$ cat src/rtl/apb_rr_master_if.sv
// ---------------------------------------------------------------------------
// apb_rr_master_if
// APB bus bundle between the two-requester round-robin master and the shared
// APB segment.
//   PSEL, PENABLE, PWRITE  : transfer control, driven by the master
//   PADDR  [ADDR_W-1:0]    : byte address, driven by the master
//   PWDATA [DATA_W-1:0]    : write data, driven by the master
//   PREADY                 : slave ready / wait-state control, driven by the slave
//   PRDATA [DATA_W-1:0]    : read data, driven by the slave
// ---------------------------------------------------------------------------
interface apb_rr_master_if #(
  parameter int ADDR_W = 32,
  parameter int DATA_W = 32
);
  logic              PSEL;
  logic              PENABLE;
  logic              PWRITE;
  logic [ADDR_W-1:0] PADDR;
  logic [DATA_W-1:0] PWDATA;
  logic              PREADY;
  logic [DATA_W-1:0] PRDATA;

  modport master (
    output PSEL, PENABLE, PWRITE, PADDR, PWDATA,
    input  PREADY, PRDATA
  );

  modport slave (
    input  PSEL, PENABLE, PWRITE, PADDR, PWDATA,
    output PREADY, PRDATA
  );
endinterface

$ cat src/rtl/apb_rr_master.sv
// ---------------------------------------------------------------------------
// apb_rr_master
// Two-requester APB master. Arbitrates round-robin between two local
// requesters, runs the APB SETUP/ACCESS sequence for the winner and returns a
// one-cycle done pulse (plus read data or a watchdog error) to it. A PREADY
// watchdog aborts an ACCESS phase that stalls for TIMEOUT_CYCLES cycles
// (0 disables the watchdog).
// Ports:
//   PCLK, PRESETn                 : clock, async active-low reset
//   reqN_valid/write/addr/wdata   : request from requester N (held until done)
//   reqN_done/err/rdata           : completion pulse, abort flag, read data
//   apb (master modport)          : APB bus signals
// ---------------------------------------------------------------------------
module apb_rr_master #(
  parameter int ADDR_W         = 32,
  parameter int DATA_W         = 32,
  parameter int TIMEOUT_CYCLES = 16
) (
  input  logic              PCLK,
  input  logic              PRESETn,

  input  logic              req0_valid,
  input  logic              req0_write,
  input  logic [ADDR_W-1:0] req0_addr,
  input  logic [DATA_W-1:0] req0_wdata,
  output logic              req0_done,
  output logic              req0_err,
  output logic [DATA_W-1:0] req0_rdata,

  input  logic              req1_valid,
  input  logic              req1_write,
  input  logic [ADDR_W-1:0] req1_addr,
  input  logic [DATA_W-1:0] req1_wdata,
  output logic              req1_done,
  output logic              req1_err,
  output logic [DATA_W-1:0] req1_rdata,

  apb_rr_master_if.master   apb
);

  localparam int              WD_W    = (TIMEOUT_CYCLES > 1) ? $clog2(TIMEOUT_CYCLES) : 1;
  localparam bit              WD_EN   = (TIMEOUT_CYCLES != 0);
  localparam logic [WD_W-1:0] WD_LAST = WD_W'(TIMEOUT_CYCLES - 1);

  typedef enum logic [1:0] {
    IDLE   = 2'd0,
    SETUP  = 2'd1,
    ACCESS = 2'd2
  } state_t;

  state_t          state;
  logic            grant;
  logic            last_grant;
  logic [WD_W-1:0] watchdog;

  logic            elig0;
  logic            elig1;
  logic            pick;
  logic            wd_hit;
  logic            finish;

  // A requester whose done pulse is high this cycle is still holding valid
  // for the just-completed transfer, so it is masked out of arbitration.
  assign elig0 = req0_valid && !req0_done;
  assign elig1 = req1_valid && !req1_done;

  // Round-robin choice: on contention the requester not served last wins;
  // otherwise whichever one is eligible (pick is only used when one is).
  always_comb begin
    pick = 1'b0;
    if (elig0 && elig1) begin
      pick = ~last_grant;
    end else begin
      pick = elig1;
    end
  end

  assign wd_hit = WD_EN && (watchdog == WD_LAST);
  assign finish = apb.PREADY || wd_hit;

  always_ff @(posedge PCLK or negedge PRESETn) begin
    if (!PRESETn) begin
      state       <= IDLE;
      grant       <= 1'b0;
      last_grant  <= 1'b1;
      watchdog    <= '0;
      apb.PSEL    <= 1'b0;
      apb.PENABLE <= 1'b0;
      apb.PWRITE  <= 1'b0;
      apb.PADDR   <= '0;
      apb.PWDATA  <= '0;
      req0_done   <= 1'b0;
      req0_err    <= 1'b0;
      req0_rdata  <= '0;
      req1_done   <= 1'b0;
      req1_err    <= 1'b0;
      req1_rdata  <= '0;
    end else begin
      req0_done <= 1'b0;
      req0_err  <= 1'b0;
      req1_done <= 1'b0;
      req1_err  <= 1'b0;

      case (state)
        IDLE: begin
          if (elig0 || elig1) begin
            grant       <= pick;
            last_grant  <= pick;
            apb.PADDR   <= pick ? req1_addr  : req0_addr;
            apb.PWRITE  <= pick ? req1_write : req0_write;
            apb.PWDATA  <= pick ? req1_wdata : req0_wdata;
            apb.PSEL    <= 1'b1;
            apb.PENABLE <= 1'b0;
            state       <= SETUP;
          end
        end

        SETUP: begin
          apb.PENABLE <= 1'b1;
          state       <= ACCESS;
        end

        ACCESS: begin
          if (finish) begin
            // Normal completion or watchdog abort; an abort returns zero data
            // and a write completion leaves the last read data untouched.
            apb.PSEL    <= 1'b0;
            apb.PENABLE <= 1'b0;
            watchdog    <= '0;
            state       <= IDLE;
            if (!grant) begin
              req0_done <= 1'b1;
              req0_err  <= !apb.PREADY;
              if (!apb.PREADY) begin
                req0_rdata <= '0;
              end else if (!apb.PWRITE) begin
                req0_rdata <= apb.PRDATA;
              end
            end else begin
              req1_done <= 1'b1;
              req1_err  <= !apb.PREADY;
              if (!apb.PREADY) begin
                req1_rdata <= '0;
              end else if (!apb.PWRITE) begin
                req1_rdata <= apb.PRDATA;
              end
            end
          end else begin
            watchdog <= watchdog + WD_W'(1);
          end
        end

        default: begin
          state       <= IDLE;
          apb.PSEL    <= 1'b0;
          apb.PENABLE <= 1'b0;
          watchdog    <= '0;
        end
      endcase
    end
  end

endmodule

$ cat src/flat_wrapper.sv
// flat-port wrapper written by rule: the top's interface ports become plain ports
module apb_rr_master_flat 
#(
  parameter int ADDR_W         = 32,
  parameter int DATA_W         = 32,
  parameter int TIMEOUT_CYCLES = 16
)
  (PCLK, PRESETn, req0_valid, req0_write, req0_addr, req0_wdata, req0_done, req0_err, req0_rdata, req1_valid, req1_write, req1_addr, req1_wdata, req1_done, req1_err, req1_rdata, apb_PSEL, apb_PENABLE, apb_PWRITE, apb_PADDR, apb_PWDATA, apb_PREADY, apb_PRDATA);
  apb_rr_master_if #(.ADDR_W(ADDR_W), .DATA_W(DATA_W)) apb_i ();
  input  logic PCLK;
  input  logic PRESETn;
  input  logic req0_valid;
  input  logic req0_write;
  input  logic [ADDR_W-1:0] req0_addr;
  input  logic [DATA_W-1:0] req0_wdata;
  output logic req0_done;
  output logic req0_err;
  output logic [DATA_W-1:0] req0_rdata;
  input  logic req1_valid;
  input  logic req1_write;
  input  logic [ADDR_W-1:0] req1_addr;
  input  logic [DATA_W-1:0] req1_wdata;
  output logic req1_done;
  output logic req1_err;
  output logic [DATA_W-1:0] req1_rdata;
  output wire logic [$bits(apb_i.PSEL)-1:0] apb_PSEL;
  output wire logic [$bits(apb_i.PENABLE)-1:0] apb_PENABLE;
  output wire logic [$bits(apb_i.PWRITE)-1:0] apb_PWRITE;
  output wire logic [$bits(apb_i.PADDR)-1:0] apb_PADDR;
  output wire logic [$bits(apb_i.PWDATA)-1:0] apb_PWDATA;
  input wire logic [$bits(apb_i.PREADY)-1:0] apb_PREADY;
  input wire logic [$bits(apb_i.PRDATA)-1:0] apb_PRDATA;
  assign apb_PSEL = apb_i.PSEL;
  assign apb_PENABLE = apb_i.PENABLE;
  assign apb_PWRITE = apb_i.PWRITE;
  assign apb_PADDR = apb_i.PADDR;
  assign apb_PWDATA = apb_i.PWDATA;
  assign apb_i.PREADY = apb_PREADY;
  assign apb_i.PRDATA = apb_PRDATA;
  apb_rr_master #(.ADDR_W(ADDR_W), .DATA_W(DATA_W), .TIMEOUT_CYCLES(TIMEOUT_CYCLES)) u_core (.PCLK(PCLK), .PRESETn(PRESETn), .req0_valid(req0_valid), .req0_write(req0_write), .req0_addr(req0_addr), .req0_wdata(req0_wdata), .req0_done(req0_done), .req0_err(req0_err), .req0_rdata(req0_rdata), .req1_valid(req1_valid), .req1_write(req1_write), .req1_addr(req1_addr), .req1_wdata(req1_wdata), .req1_done(req1_done), .req1_err(req1_err), .req1_rdata(req1_rdata), .apb(apb_i));
endmodule
$ cat config.mk
export PLATFORM = sky130hd
export DESIGN_NAME = apb_rr_master_flat
export DESIGN_NICKNAME = d
export VERILOG_FILES = /design/src/rtl/apb_rr_master_if.sv /design/src/rtl/apb_rr_master.sv /design/src/flat_wrapper.sv
export SDC_FILE = /design/constraint.sdc
export NUM_CORES = 1
export LEC_CHECK = 0
export ABC_AREA = 1
export CORE_ASPECT_RATIO = 1.25
export CORE_MARGIN = 4
export CORE_UTILIZATION = 39
export DETAILED_ROUTE_END_ITERATION = 6
export PLACE_DENSITY = 0.78
export SYNTH_ARGS = -nofsm -noshare
export SYNTH_HDL_FRONTEND = slang
export SYNTH_SLANG_ARGS = --single-unit
$ cat constraint.sdc
create_clock -name PCLK -period 1.4 [get_ports PCLK]
set_clock_uncertainty 0.2 [all_clocks]
set_input_delay 0.28 -clock PCLK [delete_from_list [all_inputs] [get_ports PCLK]]
set_output_delay 0.28 -clock PCLK [all_outputs]
set_load 0.005 [all_outputs]
==> key figures <==
Detailed routing
  • Iteration-0 DRC Markers: around 490
  • Via/cell ratio: 5.06
  • DRT Pass-1 Iters: 4
  • Routed WL: 27,600 microns
  • DR vias: 7,786
  • # DRC: 0
  • Final ANT Viol Nets: 0
  • Wirelength per Cell: approximately 18 microns

Timing
  • Fin Hold WS: approximately 0.046 ns
  • PnR worst setup slack: -0.272 ns
  • Period utilization: 119%
  • RSZ-0062 raised after global routing: true
  • Setup violations, final: roughly 250
  • Hold Violations, Final: 0
  • Maximum clock rate: roughly 600 MHz
  • Slew Viols, Final: 0
  • Final min period: 1.67 ns
  • Slew margin rel.: 78.6%
  • Setup TNS: -26.83 ns
  • Least-Margin Pin Slew: ~0.32 ns

Worst setup path
  • Beginning of the worst register-to-register path: u_core.watchdog[1]
  • CP max FO: 16
  • Critical Path RT: around 1.5 ns
  • CP arrival: 1.78 ns
  • Reg2reg setup slack: -0.27 ns
  • Worst setup SP type: register
  • RR Endpoint: u_core.req1_rdata[17]
  • FF-to-FF path depth: 8
  • Crit end category: register
  • WS Path Type: register to register

Floorplan
  • Area of the die: 19,900 sq um
  • Num rows: between 50 and 60
  • Initial Util: between 30% and 40%
  • DIE WIDTH: roughly 130 microns
  • Total core area: roughly 17,000 sq um
  • Ports: ~300
  • Die Ht: roughly 160 microns

Power
  • Sw frac: ~36%
  • P_int: between 15 and 20 mW
  • Net Switching: between 8 and 9 mW
  • Peak VDD IR: between 0.9 and 1 mV
  • Comb power frac: between 50% and 60%
  • Clock power share: between 10% and 20%
  • Static leakage: 6.66 nW
  • Pwr Density: roughly 2000 nW/um^2
  • Seq pwr share: 28.7%
  • Power, Total: 24.6 mW

Placement
  • Number of port buffers: ~300
  • DP Worst Slack: -0.545 ns
  • Placer Congestion: 0.820
  • Final HPWL DP: about 16,000 microns

Clock network
  • Max Root-Sink Buffers: 2
  • CTS tree: done
  • CTS buffer count: 17
  • Root Driver: clkbuf_16
  • Clk slew on worst S/H paths: about 0.060 ns
  • H-tree levels: 4
  • Clock latency on the worst-skew pair: ~0.42 ns
  • Clock sinks: roughly 140

Layout
  • Utilization after layout: between 70 and 80%
  • Proportion of layout cells with a drive suffix above 1: 37.1%
  • Multi-input logic area: 3300 sq um
  • Layout area overhead: 81.8%
  • Sequential Area: approximately 3600 sq um
  • Post-layout net count: roughly 1.5k
  • Fillcell total: 1,270

GRT
  • Global Route Usage Sum: 24.5%
  • Vias in the first global route: around 7.4k
  • Initial antenna violation count: 2
  • Largest net degree at the start of global routing: just under 60
  • Gr ovfl total: 0
  • First-pass GRT wire length: 38,100 microns

Synthesis
  • Mapped Cells: just under 900
  • Syn_area_per_cell: 7.97 sq um
  • Synth cell types: 25
  • Post-synthesis sequential area ratio: between 50 and 60%
  • Syn Nets: roughly 1.0k
  • Seq cells post-synth: 142
  • Yosys warning total: 0
  • Post-Syn Area: 6900 sq um

Run status
  • Outcome: finished with violations
  • Failing checks: negative setup slack

Min path
  • Hold Path Class: input port to asynchronous set/reset pin

Flow run
  • Max Cap Viol: 0
-- critical path: stages, from the launching register on --
cell       delay, ns
dfrtp_1         0.39
ha_4            0.17
nand3_4         0.09
nand2_8         0.10
buf_6           0.11
nand3_4         0.12
clkbuf_16       0.22
nand2_1         0.10
nand2_1         0.06
-- Yosys cell counts --
library cell	number	share of area (%)
nand2_1	342	19
dfrtp_1	141	51
inv_1	102	5.6
nand3_1	71	5.2
nand3b_1	64	7.0
nand4_1	33	3.0
o21ai_1	32	2.3
buf_2	31	2.2
clkbuf_1	15	0.82
buf_4	9	0.98
o21ai_0	5	0.36
buf_6	4	0.65
inv_2	2	0.11
nand3_4	2	0.51
nor2_1	2	0.11
nor3_1	2	0.15
a21oi_1	1	0.072
and2_1	1	0.091
dfstp_2	1	0.38
ha_1	1	0.18
nand2_2	1	0.091
nor2_2	1	0.091
nor2_4	1	0.16
xnor2_1	1	0.13
xor2_1	1	0.13
-- state kept, by name (all words and copies together) (netlist names) --
register / cells
u_core.apb.PWRITE: 1
u_core.apb.PSEL: 1
u_core.req1_err: 1
u_core.req0_done: 1
u_core.req1_rdata: 32
u_core.apb.PADDR: 32
u_core.state: 1
u_core.apb.PWDATA: 32
u_core.apb.PENABLE: 1
u_core.req1_done: 1
u_core.watchdog: 4
u_core.req0_err: 1
u_core.req0_rdata: 32
u_core.last_grant: 1
u_core.grant: 1
-- stage by stage --
stage / std cells / cell area (sq um)
after floorplan: 866 / 7040
after global placement: 1376 / 10400
after detailed placement: 1376 / 10400
after CTS: 1463 / 11200
after global routing: 1539 / 12500
final: 1540 / 12500
-- layout make-up --
| type | instances | share of cell area [%] |
|---|---|---|
| inverters | 104 | 3.33 |
| multi-input cells | 562 | 26.3 |
| repair buffers | 475 | 34.7 |
| diodes | 2 | 0.0399 |
| clock buffers | 24 | 4.00 |
| flip-flops and latches | 142 | 28.4 |
| clock inverters | 7 | 0.988 |
| well taps | 224 | 2.24 |
-- layout by cell type, fill, tap and decap left out, types with 3 or more instances in the layout --
cell type | Yosys | routed
buf_12 | 0 | 19
buf_16 | 0 | 7
buf_2 | 31 | 125
buf_4 | 9 | 119
buf_6 | 4 | 26
buf_8 | 0 | 3
bufinv_16 | 0 | 3
clkbuf_16 | 0 | 26
clkbuf_8 | 0 | 5
clkdlybuf4s50_1 | 0 | 164
dfrtp_1 | 141 | 141
inv_1 | 102 | 99
inv_6 | 0 | 3
nand2_1 | 342 | 250
nand2_2 | 1 | 66
nand2_4 | 0 | 22
nand2_8 | 0 | 5
nand3_1 | 71 | 47
nand3_2 | 0 | 21
nand3_4 | 2 | 6
nand3b_1 | 64 | 64
nand4_1 | 33 | 33
o21ai_1 | 32 | 19
o21ai_2 | 0 | 15
-- power by group through the flow --
stage | registers, mW | logic (mW) | clock network [mW]
finish | 7.08 | 12.7 | 4.83
global route | 7.26 | 13.7 | 5.09
CTS | 6.95 | 9.87 | 4.86
detailed placement | 7.04 | 9.38 | 0
global placement | 7.03 | 9.18 | 0
floorplan | 7.09 | 3.85 | 0
-- per-layer routing --
layer	track usage (%)	routed length (microns)	vias up
met5	0	0	-
met1	26.6	9560	3693
met2	43.2	14200	376
met3	7.72	2220	109
li1	-	-	3608
met4	12.1	1570	0
-- logic make-up (layout without fill, tap and decap cells) --
kind of cell / after synthesis / count (layout) / share of synthesized area (%)
other: 0 / 2 / 0
adders and majority gates: 1 / 1 / 0.181
xor gates and xnor gates: 2 / 2 / 0.254
and+or+nand+nor: 520 / 521 / 34.9
DFF: 142 / 142 / 51.5
buffers and inverters: 163 / 610 / 10.4
AOI/OAI and AO/OA: 38 / 38 / 2.76
-- what timing repair did --
item                       in CTS  in global routing
resized for setup             620                162
setup endpoints to repair     270                274
pin swaps                       9                 37
hold endpoints to repair      142                  0
hold buffers                    1                  0
setup buffers                  46                 67
gates cloned                    9                 12
-- worst max-delay path by stage --
stage                     slack, ns                    end               start
after detailed placement      -0.54  u_core.req1_rdata[23]          apb_PREADY
after global placement        -0.49  u_core.req1_rdata[23]          apb_PREADY
after CTS                     -0.22   u_core.req0_rdata[9]  u_core.watchdog[0]
after global routing          -0.32  u_core.req1_rdata[17]  u_core.watchdog[1]
after floorplan               -0.08  u_core.req1_rdata[10]  u_core.apb.PENABLE
final                         -0.27  u_core.req1_rdata[17]  u_core.watchdog[1]
Power figures use the tool's default switching activity.
